### config.mk
export PLATFORM = sky130hd
export DESIGN_NAME = wb_vmemem_master
export DESIGN_NICKNAME = d
export VERILOG_FILES = /design/src/rtl/wb_vmemem_master.sv
export SDC_FILE = /design/constraint.sdc
export NUM_CORES = 1
export LEC_CHECK = 0
export ABC_AREA = 1
export BUFFER_PORTS_ARGS = -buffer_cell sky130_fd_sc_hd__buf_2
export CAP_MARGIN = 20
export CELL_PAD_IN_SITES_DETAIL_PLACEMENT = 1
export CELL_PAD_IN_SITES_GLOBAL_PLACEMENT = 2
export CORE_ASPECT_RATIO = 1.5
export CORE_MARGIN = 2
export CORE_UTILIZATION = 28
export DETAILED_ROUTE_END_ITERATION = 7
export PLACE_DENSITY = 0.89
export SLEW_MARGIN = 20
export SYNTH_ARGS = -nofsm -noshare
export SYNTH_HDL_FRONTEND = slang
export SYNTH_SLANG_ARGS = --single-unit
### constraint.sdc
create_clock -name clk -period 2.21 [get_ports clk]
set_input_delay 0.221 -clock clk [delete_from_list [all_inputs] [get_ports clk]]
set_output_delay 0.221 -clock clk [all_outputs]
set_load 0.05 [all_outputs]
### src/rtl/wb_vmemem_master.sv
// Wishbone single-access bridge onto a VME memory-strobe register interface.
// Issues one-cycle rd/wr strobes, waits for the matching done, and errors out via a watchdog.
module wb_vmemem_master #(
  parameter int unsigned ADDR_W  = 2,
  parameter int unsigned TIMEOUT = 255
) (
  input  logic              clk,
  input  logic              rst_n,
  input  logic              wb_cyc_i,
  input  logic              wb_stb_i,
  input  logic              wb_we_i,
  input  logic [ADDR_W-1:0] wb_adr_i,
  input  logic [15:0]       wb_dat_i,
  output logic [15:0]       wb_dat_o,
  output logic              wb_ack_o,
  output logic              wb_err_o,
  output logic              wb_stall_o,
  output logic [ADDR_W-1:0] mem_addr_o,
  output logic [15:0]       mem_wrdata_o,
  output logic              mem_rd_o,
  output logic              mem_wr_o,
  input  logic [15:0]       mem_rddata_i,
  input  logic              mem_rddone_i,
  input  logic              mem_wrdone_i,
  output logic [7:0]        timeout_cnt_o
);

  typedef enum logic [1:0] {IDLE, RD_WAIT, WR_WAIT} state_t;

  localparam logic [15:0] WD_LAST = 16'(TIMEOUT - 1);

  state_t      state;
  logic [15:0] watchdog;
  logic        abort_q;
  logic        done;
  logic        expired;
  logic        aborting;

  always_comb begin
    done     = ((state == RD_WAIT) && mem_rddone_i) ||
               ((state == WR_WAIT) && mem_wrdone_i);
    expired  = (watchdog == WD_LAST);
    // A cycle drop on the finishing edge still counts as an abort.
    aborting = abort_q || !wb_cyc_i;
  end

  always_ff @(posedge clk) begin
    if (!rst_n) begin
      state         <= IDLE;
      watchdog      <= '0;
      abort_q       <= 1'b0;
      wb_dat_o      <= '0;
      wb_ack_o      <= 1'b0;
      wb_err_o      <= 1'b0;
      wb_stall_o    <= 1'b0;
      mem_addr_o    <= '0;
      mem_wrdata_o  <= '0;
      mem_rd_o      <= 1'b0;
      mem_wr_o      <= 1'b0;
      timeout_cnt_o <= '0;
    end else begin
      mem_rd_o <= 1'b0;
      mem_wr_o <= 1'b0;
      wb_ack_o <= 1'b0;
      wb_err_o <= 1'b0;
      case (state)
        IDLE: begin
          wb_stall_o <= 1'b0;
          if (wb_cyc_i && wb_stb_i && !wb_stall_o) begin
            mem_addr_o   <= wb_adr_i;
            mem_wrdata_o <= wb_dat_i;
            mem_rd_o     <= !wb_we_i;
            mem_wr_o     <= wb_we_i;
            state        <= wb_we_i ? WR_WAIT : RD_WAIT;
            watchdog     <= '0;
            abort_q      <= 1'b0;
            wb_stall_o   <= 1'b1;
          end
        end
        RD_WAIT, WR_WAIT: begin
          if (!wb_cyc_i) abort_q <= 1'b1;
          if (done || expired) begin
            // Stall stays high through the ack/err cycle so no request overlaps it.
            state   <= IDLE;
            abort_q <= 1'b0;
            if (aborting) begin
              wb_stall_o <= 1'b0;
            end else if (done) begin
              wb_ack_o <= 1'b1;
              if (state == RD_WAIT) wb_dat_o <= mem_rddata_i;
            end else begin
              wb_err_o <= 1'b1;
              if (timeout_cnt_o != 8'hFF) timeout_cnt_o <= timeout_cnt_o + 8'd1;
            end
          end else begin
            watchdog <= watchdog + 16'd1;
          end
        end
        default: state <= IDLE;
      endcase
    end
  end

endmodule

==> impl_results.md <==
- Die Wd: 90.5 µm
- Worst Hold Class: input port to register
- Initial antenna violation count: 0
- Most frequent cell after synthesis: nand2_1
- Total gr overflow: 0
- Share of cells above drive strength 1: 0.240
- Area Growth Syn to Fin: 27.3%
- Finished Layout Cells: 697
- Fill cell count: 1438
- CP startpoint kind: register
- DRT iter0 DRCs: 90
- Worst Skew: 0.00688 ns
- CP max FO: 17
- GRT Overall Usage: 0.155
- Vias/cell: 4.60
- Crit Path Class: register to register
- Average size of a mapped cell: 6.87 µm²
- Buffers on Ports: 87
- Top cell types by occurrence after synthesis: 114 x nand2_1, 79 x nor2_1, 66 x dfxtp_1
- TritonRoute pass-1 iters: 4
- CTS buffer count: 9
- Global-route wire length before repair: 15.4 mm
- Sum Neg Setup Slack: 0 ns
- Hold_buf cts: 0
- Seq cells post-synth: 66
- Netlist cell types: 25
- Root buf cell: clkbuf_16
- Seq/Total Area, Yosys: 0.421
- Clock sinks: 66
- Die area: 12100 µm²
- FF/Latch Area: 1320 µm²
- Synth Cell Area: 3140 µm²
- Seq pwr share: 0.427
- Combinational power share: 0.110
- Syn. warnings: 0
- Number of global-route vias before repair: 3312
- Placed Cells: 681
- EDFF count, synth: 0
- Core region area: 11000 µm²
- Final setup viols: 0
- Starting Density: 0.286
- CP arrival: 2.13 ns
- Max cap viols: 0
- Slew Limit Fails: 0
- GPL Wtd Cong: 0.787
- CP endpoint kind: register
- Site Rows: 47
- Pint: 2100 µW
- Least-Margin Pin Slew: 0.686 ns
- Synth top area cells: dfxtp_1 42%, nand2_1 14%, nor2_1 9.4%, a21oi_1 6.1%, nand3_1 4.8%
- Final wirelength: 8.96 mm
- Tcrit/Tclk final: 0.845
- Clock network power share: 0.463
- Synth top area share: 0.421
- Status: finished, final reports clean
- Largest net degree at the start of global routing: 31
- Pleak: 0.00177 µW
- Total number of vias: 3205
- Critical Path RT: 2.47 ns
- Deepest clock path buffer count: 2
- Clk_lat worst skew: 0.33 ns
- Post-CTS Setup Bufs: 0
- Post-synth top area cell: dfxtp_1
- Synth Instances: 457
- RSZ-0062 raised after global routing: false
- Final antenna-violating net count: 0
- Post-synth top flop: dfxtp_1
- Fraction of registers with async set or reset after synthesis: 0
- Final #Nets: 593
- Min Hold Slack: 0.0907 ns
- Slew HR: 0.540
- Fin worst setup slack: 0.343 ns
- Antenna cells: 0
- Place WS: 0.327 ns
- # DRC: 0
- Worst vdd ir: 0.000300 V
- Multi-input logic area: 1560 µm²
- Sw Pwr: 781 µW
- Htree depth: 3
- Cell Pwr Density: 720 nW/µm²
- Die height: 134 µm
- # resized after CTS: 0
- Fin. Hold Viols: 0
- Clock-pin slew on the worst setup and hold paths: 0.06 ns
- Sw Share: 0.271
- Final worst path period need: 1.87 ns
- Fmax: 536 MHz
- WL per Instance: 12.9 µm
- Top Ports: 88
- Synthesized Nets: 505
- Core Util, Final: 0.364
- TritonCTS clock tree: done
- Final HPWL DP: 6.73 mm
## layout make-up
type                       count  share of cell area
clock buffer                  10              0.0598
timing repair buffer          92               0.120
clock inverter                 6              0.0103
inverter                      46              0.0432
sequential                    66               0.330
tap                          147              0.0460
multi-input combinational    330               0.390
## through the flow
step	power (µW)	instance area (µm²)
floorplan	1470	3140
global placement	1560	3700
detailed placement	1570	3720
CTS	2920	4000
global route	3000	4000
finish	2880	4000
## critical path, cell delays in order (launching register included)
cell	delay, ns
dfxtp_1	0.38
inv_1	0.09
ha_1	0.32
nand3_2	0.16
inv_2	0.09
nand3_2	0.25
inv_2	0.33
nor2_1	0.08
nor2_1	0.10
## cells in the final DEF (no fill, tap or decap), types with 2 or more instances in the layout
cell type   synthesis  layout
nand2_1           114     114
buf_2               1      87
nor2_1             79      79
dfxtp_1            66      66
inv_1              38      38
a21oi_1            38      38
nand3_1            30      30
o21ai_0            24      24
clkbuf_16           0       9
nand4_1             8       8
nor3_1              7       7
nand2_2             7       7
ha_1                7       7
inv_2               6       6
nor2_4              5       5
nand3_2             4       4
buf_4               1       4
clkinvlp_4          0       3
clkinv_1            2       2
nand2_4             2       2
o21bai_1            2       2
clkinv_2            0       2
## logic make-up (layout without fill, tap and decap cells)
family,after synthesis,after routing,share of synthesized area
adders and majority gates,7,7,0.0279
buffers and inverters,61,154,0.0828
AOI/OAI and AO/OA,64,64,0.104
and+or+nand+nor,257,257,0.360
DFF,66,66,0.421
xor gates and xnor gates,2,2,0.00558
## registers in the layout, indices dropped and copies added (netlist names)
| register | flops |
|---|---|
| wb_stall_o | 1 |
| wb_err_o | 1 |
| mem_addr_o | 2 |
| watchdog | 16 |
| mem_rd_o | 1 |
| abort_q | 1 |
| wb_ack_o | 1 |
| mem_wrdata_o | 16 |
| wb_dat_o | 16 |
| state | 2 |
| mem_wr_o | 1 |
| timeout_cnt_o | 8 |
## final timing paths
kind	from	to	slack, ns	depth (start not counted)
worst max-delay path	state[0]$_SDFFE_PN0P_	wb_dat_o[14]$_SDFFE_PN0P_	0.34	8
worst min-delay path	wb_we_i	mem_rd_o$_SDFF_PN0_	0.09	2
worst max register to register	state[0]$_SDFFE_PN0P_	wb_dat_o[14]$_SDFFE_PN0P_	0.34	8
worst min register to register	mem_wrdata_o[8]$_SDFFE_PN0P_	mem_wrdata_o[8]$_SDFFE_PN0P_	0.46	2
## per-layer routing
layer	wire length, µm	GRT usage	part of all wire	vias up
met1	3590	0.163	0.40	1519
met3	280	0.0255	0.031	10
li1	-	-	-	1624
met2	4950	0.299	0.55	52
met5	0	0	0	-
met4	146	0.0675	0.016	0
## power groups by stage
stage	Combinational, µW	Sequential [µW]	Clock, µW
floorplan	146	1320	0
global placement	310	1250	0
detailed placement	321	1250	0
CTS	321	1230	1370
global route	352	1230	1410
finish	316	1230	1330
Power figures use the tool's default switching activity.
